**src/rtl/weight_stream_loader.sv**
```systemverilog
// Weight stream loader: packs pairs of 32-bit stream beats into 64-bit weight rows
// and writes them to the FC or CNN weight-memory port at auto-incrementing row addresses.
module weight_stream_loader #(
    parameter int unsigned IN_WIDTH   = 32,
    parameter int unsigned ROW_WIDTH  = 64,
    parameter int unsigned ADDR_WIDTH = 16
) (
    input  logic                  clk,
    input  logic                  reset,
    input  logic                  start,
    input  logic                  abort,
    input  logic [2:0]            mode,
    input  logic [ADDR_WIDTH-1:0] base_addr,
    input  logic [ADDR_WIDTH-1:0] num_rows,
    input  logic                  s_valid,
    input  logic [IN_WIDTH-1:0]   s_data,
    output logic                  s_ready,
    output logic                  wr_en_fc_w,
    output logic [ADDR_WIDTH-1:0] wr_addr_fc_w,
    output logic [ROW_WIDTH-1:0]  wr_data_fc_w,
    output logic                  wr_en_cnn_w,
    output logic [ADDR_WIDTH-1:0] wr_addr_cnn_w,
    output logic [ROW_WIDTH-1:0]  wr_data_cnn_w,
    output logic                  busy,
    output logic                  done,
    output logic [ADDR_WIDTH-1:0] rows_written
);

    localparam logic [2:0] MODE_FC  = 3'd0;
    localparam logic [2:0] MODE_CNN = 3'd1;

    typedef enum logic {
        ST_IDLE = 1'b0,
        ST_LOAD = 1'b1
    } state_t;

    state_t                state_q, state_d;
    logic                  half_q, half_d;
    logic [IN_WIDTH-1:0]   low_q, low_d;
    logic                  cnn_q, cnn_d;
    logic [ADDR_WIDTH-1:0] base_q, base_d;
    logic [ADDR_WIDTH-1:0] num_q, num_d;
    logic [ADDR_WIDTH-1:0] idx_q, idx_d;
    logic                  wr_en_fc_q, wr_en_fc_d;
    logic [ADDR_WIDTH-1:0] wr_addr_fc_q, wr_addr_fc_d;
    logic [ROW_WIDTH-1:0]  wr_data_fc_q, wr_data_fc_d;
    logic                  wr_en_cnn_q, wr_en_cnn_d;
    logic [ADDR_WIDTH-1:0] wr_addr_cnn_q, wr_addr_cnn_d;
    logic [ROW_WIDTH-1:0]  wr_data_cnn_q, wr_data_cnn_d;
    logic                  busy_q, busy_d;
    logic                  done_q, done_d;
    logic [ADDR_WIDTH-1:0] rows_written_q, rows_written_d;

    logic                  handshake_c;
    logic                  mode_ok_c;
    logic                  last_row_c;
    logic [ADDR_WIDTH-1:0] row_addr_c;
    logic [ROW_WIDTH-1:0]  row_data_c;

    assign s_ready     = (state_q == ST_LOAD);
    assign handshake_c = s_valid && s_ready;
    assign mode_ok_c   = (mode == MODE_FC) || (mode == MODE_CNN);
    assign last_row_c  = (idx_q == num_q - ADDR_WIDTH'(1));
    // Address wraps modulo 2^ADDR_WIDTH, so the top bit flips banks on overflow.
    assign row_addr_c  = base_q + idx_q;
    assign row_data_c  = ROW_WIDTH'({s_data, low_q});

    // Next-state and registered-output logic.
    always_comb begin
        state_d        = state_q;
        half_d         = half_q;
        low_d          = low_q;
        cnn_d          = cnn_q;
        base_d         = base_q;
        num_d          = num_q;
        idx_d          = idx_q;
        wr_en_fc_d     = 1'b0;
        wr_addr_fc_d   = '0;
        wr_data_fc_d   = '0;
        wr_en_cnn_d    = 1'b0;
        wr_addr_cnn_d  = '0;
        wr_data_cnn_d  = '0;
        busy_d         = busy_q;
        done_d         = 1'b0;
        rows_written_d = rows_written_q;

        case (state_q)
            ST_IDLE: begin
                if (start) begin
                    rows_written_d = '0;
                    if ((num_rows != '0) && mode_ok_c) begin
                        state_d = ST_LOAD;
                        busy_d  = 1'b1;
                        cnn_d   = (mode == MODE_CNN);
                        base_d  = base_addr;
                        num_d   = num_rows;
                        idx_d   = '0;
                        half_d  = 1'b0;
                    end else begin
                        done_d = 1'b1;
                    end
                end
            end
            ST_LOAD: begin
                // Abort wins over any beat in the same cycle; a pending low half is dropped.
                if (abort) begin
                    state_d = ST_IDLE;
                    busy_d  = 1'b0;
                    half_d  = 1'b0;
                end else if (handshake_c) begin
                    if (!half_q) begin
                        low_d  = s_data;
                        half_d = 1'b1;
                    end else begin
                        half_d         = 1'b0;
                        idx_d          = idx_q + ADDR_WIDTH'(1);
                        rows_written_d = rows_written_q + ADDR_WIDTH'(1);
                        if (cnn_q) begin
                            wr_en_cnn_d   = 1'b1;
                            wr_addr_cnn_d = row_addr_c;
                            wr_data_cnn_d = row_data_c;
                        end else begin
                            wr_en_fc_d   = 1'b1;
                            wr_addr_fc_d = row_addr_c;
                            wr_data_fc_d = row_data_c;
                        end
                        if (last_row_c) begin
                            state_d = ST_IDLE;
                            busy_d  = 1'b0;
                            done_d  = 1'b1;
                        end
                    end
                end
            end
            default: begin
                state_d = ST_IDLE;
                busy_d  = 1'b0;
            end
        endcase
    end

    always_ff @(posedge clk or negedge reset) begin
        if (!reset) begin
            state_q        <= ST_IDLE;
            half_q         <= 1'b0;
            low_q          <= '0;
            cnn_q          <= 1'b0;
            base_q         <= '0;
            num_q          <= '0;
            idx_q          <= '0;
            wr_en_fc_q     <= 1'b0;
            wr_addr_fc_q   <= '0;
            wr_data_fc_q   <= '0;
            wr_en_cnn_q    <= 1'b0;
            wr_addr_cnn_q  <= '0;
            wr_data_cnn_q  <= '0;
            busy_q         <= 1'b0;
            done_q         <= 1'b0;
            rows_written_q <= '0;
        end else begin
            state_q        <= state_d;
            half_q         <= half_d;
            low_q          <= low_d;
            cnn_q          <= cnn_d;
            base_q         <= base_d;
            num_q          <= num_d;
            idx_q          <= idx_d;
            wr_en_fc_q     <= wr_en_fc_d;
            wr_addr_fc_q   <= wr_addr_fc_d;
            wr_data_fc_q   <= wr_data_fc_d;
            wr_en_cnn_q    <= wr_en_cnn_d;
            wr_addr_cnn_q  <= wr_addr_cnn_d;
            wr_data_cnn_q  <= wr_data_cnn_d;
            busy_q         <= busy_d;
            done_q         <= done_d;
            rows_written_q <= rows_written_d;
        end
    end

    assign wr_en_fc_w    = wr_en_fc_q;
    assign wr_addr_fc_w  = wr_addr_fc_q;
    assign wr_data_fc_w  = wr_data_fc_q;
    assign wr_en_cnn_w   = wr_en_cnn_q;
    assign wr_addr_cnn_w = wr_addr_cnn_q;
    assign wr_data_cnn_w = wr_data_cnn_q;
    assign busy          = busy_q;
    assign done          = done_q;
    assign rows_written  = rows_written_q;

endmodule

```
**config.mk**
```make
export PLATFORM = sky130hd
export DESIGN_NAME = weight_stream_loader
export DESIGN_NICKNAME = d
export VERILOG_FILES = /design/src/rtl/weight_stream_loader.sv
export SDC_FILE = /design/constraint.sdc
export NUM_CORES = 1
export LEC_CHECK = 0
export BUFFER_PORTS_ARGS = -buffer_cell sky130_fd_sc_hd__buf_2
export CORE_UTILIZATION = 35
export CTS_BUF_LIST = sky130_fd_sc_hd__clkbuf_8
export DETAILED_ROUTE_END_ITERATION = 10
export MAX_ROUTING_LAYER = met4
export PLACE_DENSITY = 0.55
export SETUP_SLACK_MARGIN = 0.5
export SLEW_MARGIN = 20
export SYNTH_ARGS = -nofsm -noshare
export SYNTH_HDL_FRONTEND = slang
export SYNTH_SLANG_ARGS = --single-unit
```
**constraint.sdc**
```tcl
create_clock -name clk -period 4.9 [get_ports clk]
set_input_delay 0.49 -clock clk [delete_from_list [all_inputs] [get_ports clk]]
set_output_delay 0.49 -clock clk [all_outputs]
set_load 0.02 [all_outputs]
```
## Word level (Yosys, flattened, before mapping)

Index checks and enable logic that the tools add are counted.

| cells by class | value |
|---|---|
| add/subtract/negate cells | 4 |
| bitwise logic cells | 3 |
| reductions and logical operators | 11 |
| multiplexer cells | 68 |
| eq/ne operators | 10 |

Operators with widths:

| cell | count |
|---|---|
| 64-bit two-way mux | 10 |
| 16-bit two-way mux | 19 |
| 16-bit case mux with 2 select lines | 2 |
| 1-bit two-way mux | 33 |
| 16-bit by 1-bit adder with 16-bit output, second input constant | 2 |
| 16-bit adder | 1 |
| 16-bit == test | 1 |
| 16-bit nonzero test | 1 |
| 16-bit by 1-bit subtractor with 16-bit output, second input constant | 1 |
| 5-bit AND reduction | 2 |
| 3-bit by 2-bit != test with 1-bit output, second input constant | 3 |
| 1-bit case mux with 2 select lines | 4 |
| 4-bit AND reduction | 2 |
| 2-bit != test, second input constant | 3 |
| 3-bit AND reduction | 2 |
| 2-bit by 1-bit != test with 1-bit output, second input constant | 2 |
| 3-bit by 1-bit == test with 1-bit output, second input constant | 1 |
| 3-bit zero test | 1 |
| 1-bit NOT | 3 |
| 1-bit logical AND | 2 |
| 1-bit logical OR | 1 |

| storage, ports and cells | value |
|---|---|
| input port bits | 72 |
| output and inout bits | 181 |
| flip-flop bits (word level) | 263 |
| word-level logic and storage cells | 112 |

## Depth between registers and ports, before layout

Gate-level depths: netlist of the first run.

| depth | value |
|---|---|
| word-level depth | 7 |
| depth in mapped cells | 9 |
| mapped depth without buffers | 9 |

## Worst setup path after synthesis of the first run

OpenSTA, ideal clock, no wires.

| timing path | value |
|---|---|
| path type | register -> register |
| from | register num_q[2] |
| to | register done_q (netlist: done) |
| data required time | 4.816 ns |
| cell stages (with the launch flop) | 8 |
| arrival time | 2.302 ns |
| setup slack | 2.514 ns |
| buffers on the path | 0 |
| setup time | 0.084 ns |
| clock period less this slack | 2.386 ns |
| path through | dfrtp_1 > nor4_4 > nand2_2 > or2_1 > a2111o_1 > or3_1 > or4_1 > o21ai_0 |

| between the ends | value |
|---|---|
| cells in the longest elaborated chain, start to end | 7 |

RTL lines:

| element | RTL line | RTL |
|---|---|---|
| start, declared | 42 | `logic [ADDR_WIDTH-1:0] num_q, num_d;` |
| start signal, assigned | 166 | `num_q <= num_d;` |
| 16-bit by 1-bit subtractor with 16-bit output | 63 | `assign last_row_c = (idx_q == num_q - ADDR_WIDTH'(1));` |
| 16-bit == test | 63 |  |
| 1-bit two-way mux | 127 | `if (last_row_c) begin` |
| 1-bit two-way mux | 111 | `if (!half_q) begin` |
| 1-bit two-way mux | 110 | `end else if (handshake_c) begin` |
| 1-bit two-way mux | 106 | `if (abort) begin` |
| 1-bit case mux with 2 select lines | 87 | `case (state_q)` |
| named net done_d | 51 | `logic done_q, done_d;` |
| end signal, assigned | 175 | `done_q <= done_d;` |
| end, declared | 51 |  |

The timed path passes the listed nets, and every way through them passes these cells.
A chain may end at the register's enable or synchronous reset.

## Final worst setup path of the first run

| timing path | value |
|---|---|
| from | register num_q[0] |
| to | register done_q (netlist: done) |

Same word-level chain as after synthesis.

==> results of run 1 <==
==> flip-flops by register name, indices dropped and copies added, names as in the netlist, 16 cells and up <==
register and flops:
wr_data_cnn_w 64, wr_data_fc_w 64, wr_addr_cnn_w 16, num_q 16, base_q 16, rows_written 16, idx_q 16, low_q 32
wr_addr_fc_w 16
==> final timing paths <==
check	from	endpoint	slack (ns)	cells after the start
min	base_addr[12]	base_q[12]$_DFFE_PN0P_	0.13	3
max in group asynchronous	reset	wr_data_cnn_w[38]$_DFF_PN0_	3.13	3
min in group asynchronous	reset	wr_data_fc_w[18]$_DFF_PN0_	0.53	2
max	num_q[0]$_DFFE_PN0P_	done$_DFF_PN0_	2.14	9
min reg2reg	low_q[3]$_DFFE_PN0P_	wr_data_fc_w[3]$_DFF_PN0_	0.48	1
max reg2reg	num_q[0]$_DFFE_PN0P_	done$_DFF_PN0_	2.14	9
==> tightest hold or removal path: stages <==
cell	delay (ns)
buf_2	0.07
nand2_1	0.04
nand2_1	0.04
==> logic make-up (layout without fill, tap and decap cells) <==
| kind of cell | after synthesis | after routing | synth area share [%] |
|---|---|---|---|
| buffers and inverters | 60 | 353 | 2.14 |
| AOI/OAI and AO/OA | 70 | 70 | 4.09 |
| muxes | 32 | 32 | 3.42 |
| adders and majority gates | 19 | 19 | 2.33 |
| DFF | 263 | 263 | 62.5 |
| and+or+nand+nor | 418 | 418 | 20.5 |
| xor gates and xnor gates | 61 | 61 | 5.07 |
==> layout by cell type, fill, tap and decap left out, drive strengths merged, types with 2 or more instances in the layout <==
cell / synthesis / final
a21o: 3 / 3
a21oi: 20 / 20
a31oi: 2 / 2
and2: 68 / 68
and3: 74 / 74
and4: 3 / 3
buf: 0 / 261
clkbuf: 47 / 58
clkinv: 0 / 2
dfrtp: 263 / 263
ha: 18 / 18
inv: 13 / 30
mux2: 32 / 32
nand2: 122 / 122
nand2b: 7 / 7
nand3: 15 / 15
nand4: 6 / 6
nand4b: 3 / 3
nor2: 69 / 69
nor2b: 5 / 5
nor3: 13 / 13
nor3b: 4 / 4
nor4: 9 / 9
o211ai: 4 / 4
o21a: 2 / 2
o21ai: 23 / 23
o21bai: 2 / 2
o31ai: 2 / 2
or2: 3 / 3
or3: 9 / 9
or4: 3 / 3
xnor2: 29 / 29
xor2: 32 / 32
==> where the power goes <==
part           total [W]  internal, W  switching [W]
Combinational   0.000557     0.000241       0.000316
Sequential       0.00246      0.00234       0.000126
Clock            0.00192      0.00106       0.000862
==> what timing repair did <==
action / in CTS / in global routing
hold buffers: 1 / 0
endpoints found under the setup margin: 0 / 0
endpoints found under the hold margin: 94 / 0
==> layout make-up <==
cell class              instances  area [um^2]
clock buffers                  58          798
clock inverters                20         92.6
fillers                      2933        16500
inverters                      13         50.0
multi-input cells             600         3740
flip-flops and latches        263         6580
well taps                     390          488
repair buffers                262         1360
==> routing by layer <==
metal  track usage [%]  routed length (um)  up-vias
met5                 -                   0        -
met4              4.49                 468        0
met3              3.33                1580       36
met2              26.7               12400      205
met1              23.9               11700     3635
li1                  -                   -     3609
==> metrics by stage <==
stage               setup WS, ns  total power [W]  cells  hold slack [ns]  utilization [%]
finish                      2.14          0.00494   1606            0.134             44.2
global route                1.94          0.00521   1606            0.115             44.2
CTS                         2.16          0.00502   1606            0.107             44.2
detailed placement          2.19          0.00306   1527            0.470             41.2
global placement            2.18          0.00305   1527            0.466             41.2
floorplan                   2.51          0.00284    923            0.194                -
==> metrics.txt, run 1 <==
Syn Nets 1,014; clock transition at the registers of the reported paths 0.06 ns; clk root buf clkbuf_8; Mean Syn Cell Area 11.4 um^2; post-DP HPWL 17,500 um; Most common cell on crit path o21ai_0; synthesized cell area 10,500 um^2; Starting DRT DRC Count 467; routability cong. 0.877; synthesis-stage register bit count 263; critical path data required time 5.33 ns; P&R area growth vs syn 24.4%; HP Class input port to register; grt ovf 0; predominant post-synthesis flop cell dfrtp_1; status finished clean; CP top delay family simple AND/OR/NAND/NOR gates; final hold violations 0; Syn Inst Count 923; # port buffers 252; initial antenna violation count 0; CORE AREA 29,600 um^2; Crit. End Element register; DIE AREA 30,800 um^2; via count 7,485; Crit path buffers/inverters 1; clk_skew 0.0204 ns; CTS H-Tree Depth 2; Tightest Pin Transition 0.841 ns; post-CTS sizing 0; chip width 175 um; Antenna diodes 0; first-pass GRT wire length 41,000 um; PwrDens 377 nW/um^2; synth warn 0; number of synthesized flops with an enable pin 0; WL/cell 16.3 um; Pre-antenna DRT Iters 5; vias in the first global route 7,273; Clock Latency Late Sink 0.55 ns; Crit Path Class register to register; CP max-delay cell ha_1; synth unique cells 52; max-slew violation count 0; number of max-cap violations 0; LEAKAGE 7.28 nW; post-place instance area 12,200 um^2; Starting Density 35.5%; Num CTS Buffers 45; Peak VDD IR 0.000153 V; most frequent cells after synthesis dfrtp_1 (263), nand2_1 (121), and3_1 (74); Setup-failing EPs final 0; Post-DRT Antenna Nets 0; FFs w/ async S/R, synth 100%; area share of the largest cell type after synthesis 62.5%; crit share post-route 56.4%; final WL 26,100 um; critical path's largest stage delay 0.45 ns; clock sinks 263; crit path DAT 3.19 ns; CP max FO 13; IO Pins 253; GRT Total Usage 17.5%; slew margin rel. 43.9%; fraction of layout cells with a size suffix above 1 30.1%; CTS tree done; post-synthesis sequential area ratio 62.5%; cell area after layout 13,100 um^2; count leader, synth dfrtp_1; postcts setup bufs 0; RSZ-0062 raised after global routing no; vias per inst 4.66; CTS max path bufs 3; DRC 0; synth top area cells dfrtp_1 (62%), and3_1 (4.4%), nand2_1 (4.3%); Cell Chain, Critical Path inv_1, ha_1, xor2_1, nor3_1, o21ai_0, a2111o_1, or3_1, or4_1, o21ai_0; final net count 1,276; critical path launch point type register; minimum clock period 2.76 ns; cell taking the most area after synthesis dfrtp_1; largest net degree at the start of global routing 129; FP Rows 63; setup TNS 0 ns; Vert. Die Dim 175 um; f_max 362 MHz
(Power assumes the default switching activity.)
==> run 2, diff against run 1 <==
Settings changed: PLACE_DENSITY 0.55 to 0.57.
Clock period 4.9 ns to 2.37 ns, I/O delays scaled along.
==> metrics.txt, run 2 (synthesized netlist as in run 1, its figures left out) <==
RSZ-0062 raised after global routing yes; met1 wire length 12,500 um (+6.5%); clock transition at the registers of the reported paths 0.06 ns (about the same); FP Rows 63 (unchanged); Pre-antenna DRT Iters 4 (-1); slew margin rel. 56.8% (+13 points); critical path launch point type register; IO Pins 253 (unchanged); LEAKAGE 7.96 nW (+9.3%); met2 routed WL 13,700 um (+10%); final hold violations 0 (unchanged); CORE AREA 29,600 um^2 (unchanged); Fillers 2,738 (-6.6%); GRT Total Usage 18.2% (+0.78 points); hold path start start; minimum clock period 2.35 ns (-0.412 ns); P&R area growth vs syn 40.5%; metal3 WL 1290 um (-18%); Sw Ratio 27.0% (+0.58 points); Num CTS Buffers 45 (unchanged); cell area after layout 14,800 um^2 (+13%); Hold Path End done$_DFF_PN0_; post-place instance area 12,600 um^2 (+3.3%); crit share post-route 99.1% (+43 points); hold path cells 3 (unchanged); CTS H-Tree Depth 2 (unchanged); critical path's largest stage delay 0.41 ns (-0.04 ns); Setup-failing EPs final 0 (unchanged); # port buffers 252 (unchanged); clk root buf clkbuf_8; Clk network pwr share 36.7% (-2.2 points); grt ovf 0 (unchanged); worst flop-to-flop path endpoint done$_DFF_PN0_; Crit. End Element register; Starting DRT DRC Count 413 (-12%); initial antenna violation count 1 (+1); uppermost layer routed met4; crit path DAT 2.82 ns (-0.37 ns); DIE AREA 30,800 um^2 (unchanged); CP top delay family simple AND/OR/NAND/NOR gates; Clock Latency Late Sink 0.55 ns (about the same); CP max FO 3 (-10); commonest non-fill, non-tap cell in the layout dfrtp_1; Finished Layout Cells 1,733 (+7.9%); largest net degree at the start of global routing 68 (-47%); Vert. Die Dim 175 um (unchanged); f_max 426 MHz (+18%); Cell Chain, Critical Path inv_1, ha_1, xor2_1, nor3_1, o21ai_0, a2111o_1, or3_1, or4_1, o21ai_1; max-slew violation count 0 (unchanged); Tightest Pin Transition 0.646 ns (-0.195 ns); clk_skew 0.0220 ns (+0.00160 ns); PwrDens 708 nW/um^2 (+88%); Crit path buffers/inverters 1 (unchanged); status finished clean; Worst R2R Start num_q[0]$_DFFE_PN0P_; CTS max path bufs 3 (unchanged); HP Class input port to register; sequential share of power 48.4% (-1.4 points); fraction of layout cells with a size suffix above 1 36.8% (+6.7 points); vias per inst 4.62 (-0.77%); vias in the first global route 7,941 (+9.2%); P_int 0.00765 W (+110%); critical path data required time 2.84 ns (-2.49 ns); reg2reg path depth 9 (unchanged); routability cong. 0.910 (+3.7%); via count 8,015 (+7.1%); final WL 28,100 um (+7.6%); most frequent cells in the layout dfrtp_1 (257), buf_2 (252), nand2_1 (116); R2R Setup Slk 0.02 ns (-2.12 ns); Gate power share 14.9% (+3.6 points); Inst Count DP 1,568 (+2.7%); first-pass GRT wire length 42,800 um (+4.5%); number of max-cap violations 0 (unchanged); clock sinks 263 (unchanged); CTS tree done; post-DP HPWL 18,500 um (+5.5%); final net count 1,402 (+9.9%); Sw Pwr 0.00283 W (+120%); chip width 175 um (unchanged); DRC 0 (unchanged); Peak VDD IR 0.000412 V (+170%); Starting Density 35.5% (unchanged); CP max-delay cell or4_1; WL/cell 16.2 um (-0.30%); Crit Path Class register to register; Post-DRT Antenna Nets 0 (unchanged)
run 2: how the worst max path moves through the flow:
stage                         startpoint  depth (start not counted)  slack (ns)             end
floorplan           num_q[3]$_DFFE_PN0P_                          7        0.03  done$_DFF_PN0_
global placement    num_q[9]$_DFFE_PN0P_                          7       0.008  done$_DFF_PN0_
detailed placement  num_q[9]$_DFFE_PN0P_                          7      -0.001  done$_DFF_PN0_
CTS                 num_q[5]$_DFFE_PN0P_                          7        0.03  done$_DFF_PN0_
global route        num_q[9]$_DFFE_PN0P_                          7       -0.05  done$_DFF_PN0_
finish              num_q[0]$_DFFE_PN0P_                          9        0.02  done$_DFF_PN0_
run 2: final cells by class:
type	count	area, um^2	area share (%)
multi-input cells	600	4240	28.7
repair buffers	388	2570	17.4
diodes	1	2.50	0.0169
inverters	13	51.3	0.347
flip-flops and latches	263	6590	44.5
clock inverters	24	110	0.744
well taps	390	488	3.30
clock buffers	54	743	5.02
run 2: per-layer routing:
layer | vias to the layer above | track usage [%]
li1 | 3856 | -
met1 | 3892 | 23.9
met2 | 217 | 29.0
met3 | 50 | 3.03
met4 | 0 | 5.62
met5 | - | -
run 2: worst register-to-register path, stage by stage, from the launching register on:
cell and delay, ns:
dfrtp_1 0.36, inv_1 0.07, ha_1 0.23, xor2_1 0.16, nor3_1 0.12, o21ai_0 0.11, a2111o_1 0.39, or3_1 0.33
or4_1 0.41, o21ai_1 0.09
run 2: power groups by stage:
stage	registers, W	logic, W	clock network, W
5_1_grt	0.00513	0.00173	0.00419
2_1_floorplan	0.00511	0.000761	0
6_report	0.00507	0.00156	0.00385
4_1_cts	0.00506	0.00146	0.00399
3_5_place_dp	0.00513	0.00133	0
3_3_place_gp	0.00512	0.00131	0
run 2: through the flow:
stage	util (%)	setup TNS [ns]	hold slack [ns]	setup slack [ns]	power, W
global route	49.9	-0.110	0.0622	-0.0506	0.0110
finish	49.9	0	0.0897	0.0207	0.0105
global placement	42.5	0	0.206	0.00813	0.00642
floorplan	-	0	-0.0586	0.0300	0.00587
CTS	48.4	0	0.0449	0.0319	0.0105
detailed placement	42.5	-0.00148	0.208	-0.00148	0.00646
run 2: timing repair:
item | CTS | global route
gates resized for setup | 29 | 69
endpoints found under the hold margin | 184 | 0
setup buffers | 6 | 12
setup endpoints to repair | 92 | 111
hold buffers | 67 | 0
cloned | 0 | 1
pin swaps | 21 | 31
==> run 3, diff against run 2 <==
Settings changed: PLACE_DENSITY 0.57 to default, RECOVER_POWER from default to 25.
==> metrics.txt, run 3 (synthesized netlist as in run 1, its figures left out) <==
status finished, violations left; failing checks capacitance limit, slew limit; crit share post-route 99.1% (about the same); # port buffers 252 (unchanged); Num CTS Buffers 46 (+2.2%); fraction of layout cells with a size suffix above 1 35.7% (-1.1 points); via count 8,044 (+0.36%); GRT Total Usage 18.1% (-0.16 points); Finished Layout Cells 1,739 (+0.35%); IO Pins 253 (unchanged); CTS max path bufs 3 (unchanged); RSZ-0062 raised after global routing yes; slew margin rel. -22.6% (-79 points); final net count 1,407 (+0.36%); number of max-cap violations 1 (+1); DIE AREA 30,800 um^2 (unchanged); initial antenna violation count 1 (unchanged); crit path DAT 2.83 ns (about the same); clk root buf clkbuf_8; vias per inst 4.63 (about the same); clock transition at the registers of the reported paths 0.06 ns (about the same); post-DP HPWL 18,300 um (-0.91%); Tightest Pin Transition 1.84 ns (+1.19 ns); chip width 175 um (unchanged); Clock Latency Late Sink 0.55 ns (about the same); final hold violations 0 (unchanged); largest net degree at the start of global routing 78 (+15%); HP Class input port to register; Crit. End Element register; critical path data required time 2.85 ns (about the same); FP Rows 63 (unchanged); Vert. Die Dim 175 um (unchanged); routability cong. 0.847 (-6.9%); Starting Density 35.5% (unchanged); final WL 27,600 um (-1.9%); Post-DRT Antenna Nets 0 (unchanged); CORE AREA 29,600 um^2 (unchanged); WL/cell 15.9 um (-2.2%); critical path launch point type register; CTS H-Tree Depth 2 (unchanged); clock sinks 263 (unchanged); PwrDens 726 nW/um^2 (+2.5%); Worst R2R Start num_q[9]$_DFFE_PN0P_; commonest non-fill, non-tap cell in the layout dfrtp_1; Inst Count DP 1,573 (+0.32%); max-slew violation count 74 (+74); Setup Slack @ Placement 0.0216 ns (+0.0231 ns); most frequent cells in the layout dfrtp_1 (259), buf_2 (251), nand2_1 (118); P&R area growth vs syn 39.7%; CP max FO 3 (unchanged); LEAKAGE 8.08 nW (+1.6%); worst setup margin 0.0205 ns (-0.000198 ns); DRC 0 (unchanged); f_max 426 MHz (about the same); hold path start start; Pre-antenna DRT Iters 4 (unchanged); vias in the first global route 7,988 (+0.59%); clk_skew 0.0175 ns (-0.00449 ns); grt ovf 0 (unchanged); Setup-failing EPs final 0 (unchanged); minimum clock period 2.35 ns (+0.000198 ns); CP startpoint num_q[9]$_DFFE_PN0P_; Peak VDD IR 0.000418 V (+1.3%); first-pass GRT wire length 42,600 um (-0.50%); CTS tree done; Crit Path Class register to register; Starting DRT DRC Count 444 (+7.5%)
[run 3: changes by cell type in the layout (fill, tap and decap cells not counted), sizes merged]
cell	delta
dlymetal6s4s	+7
inv	-5
buf	+3
dlygate4sd3	-7
clkinv	+5
clkbuf	+1
bufinv	+2
[run 3: path summary, 6_finish.rpt]
check / endpoint / slack, ns / depth (start not counted)
hold reg to reg: base_q[0]$_DFFE_PN0P_ / 0.48 / 2
max in group asynchronous: half_q$_DFFE_PN0P_ / 0.40 / 2
hold / removal: done$_DFF_PN0_ / 0.06 / 3
min in group asynchronous: wr_data_fc_w[16]$_DFF_PN0_ / 0.75 / 2
setup reg to reg: done$_DFF_PN0_ / 0.02 / 7
setup / recovery: done$_DFF_PN0_ / 0.02 / 7
[run 3: layer usage]
metal,GRT usage [%],up-vias,wire (um)
li1,-,3874,-
met1,22.9,3917,12000
met2,29.2,206,13500
met3,3.40,47,1390
met4,5.83,0,652
met5,-,-,0
[run 3: layout make-up]
type | count | area [um^2]
fillers | 2691 | 14900
flip-flops and latches | 263 | 6590
multi-input cells | 600 | 4020
repair buffers | 392 | 2640
clock buffers | 54 | 743
well taps | 390 | 488
clock inverters | 26 | 184
inverters | 13 | 48.8
diodes | 1 | 2.50
[run 3: where the power goes]
group	internal [W]	total [W]	switching [W]
clock	0.00231	0.00413	0.00182
sequential	0.00483	0.00505	0.000221
combinational	0.000725	0.00150	0.000771
total	0.00786	0.0107	0.00282
[run 3: what timing repair did]
action | 4_1_cts | 5_1_grt
setup buffers | 5 | 11
hold buffers | 67 | 0
setup endpoints to repair | 97 | 73
resized for setup | 22 | 51
pin swaps | 6 | 21
hold endpoints to repair | 200 | 0
gates cloned | 1 | 1
[run 3: through the flow]
step / instance area (um^2) / power (W) / utilization (%) / TNS [ns] / hold WS, ns
floorplan: 10600 / 0.00587 / - / 0 / -0.0586
global placement: 12700 / 0.00643 / 42.7 / -0.00105 / 0.267
detailed placement: 12700 / 0.00647 / 42.7 / 0 / 0.270
CTS: 14400 / 0.0108 / 48.6 / 0 / 0.0402
global route: 14700 / 0.0112 / 49.6 / -0.179 / 0.0413
finish: 14700 / 0.0107 / 49.6 / 0 / 0.0556
[run 3: critical path, stage by stage, from the launching register on]
cell     delay, ns
dfrtp_1       0.37
or4_4         0.54
or4_4         0.43
a21oi_2       0.13
a31o_2        0.12
nand4_1       0.11
or4_1         0.49
o21ai_1       0.08
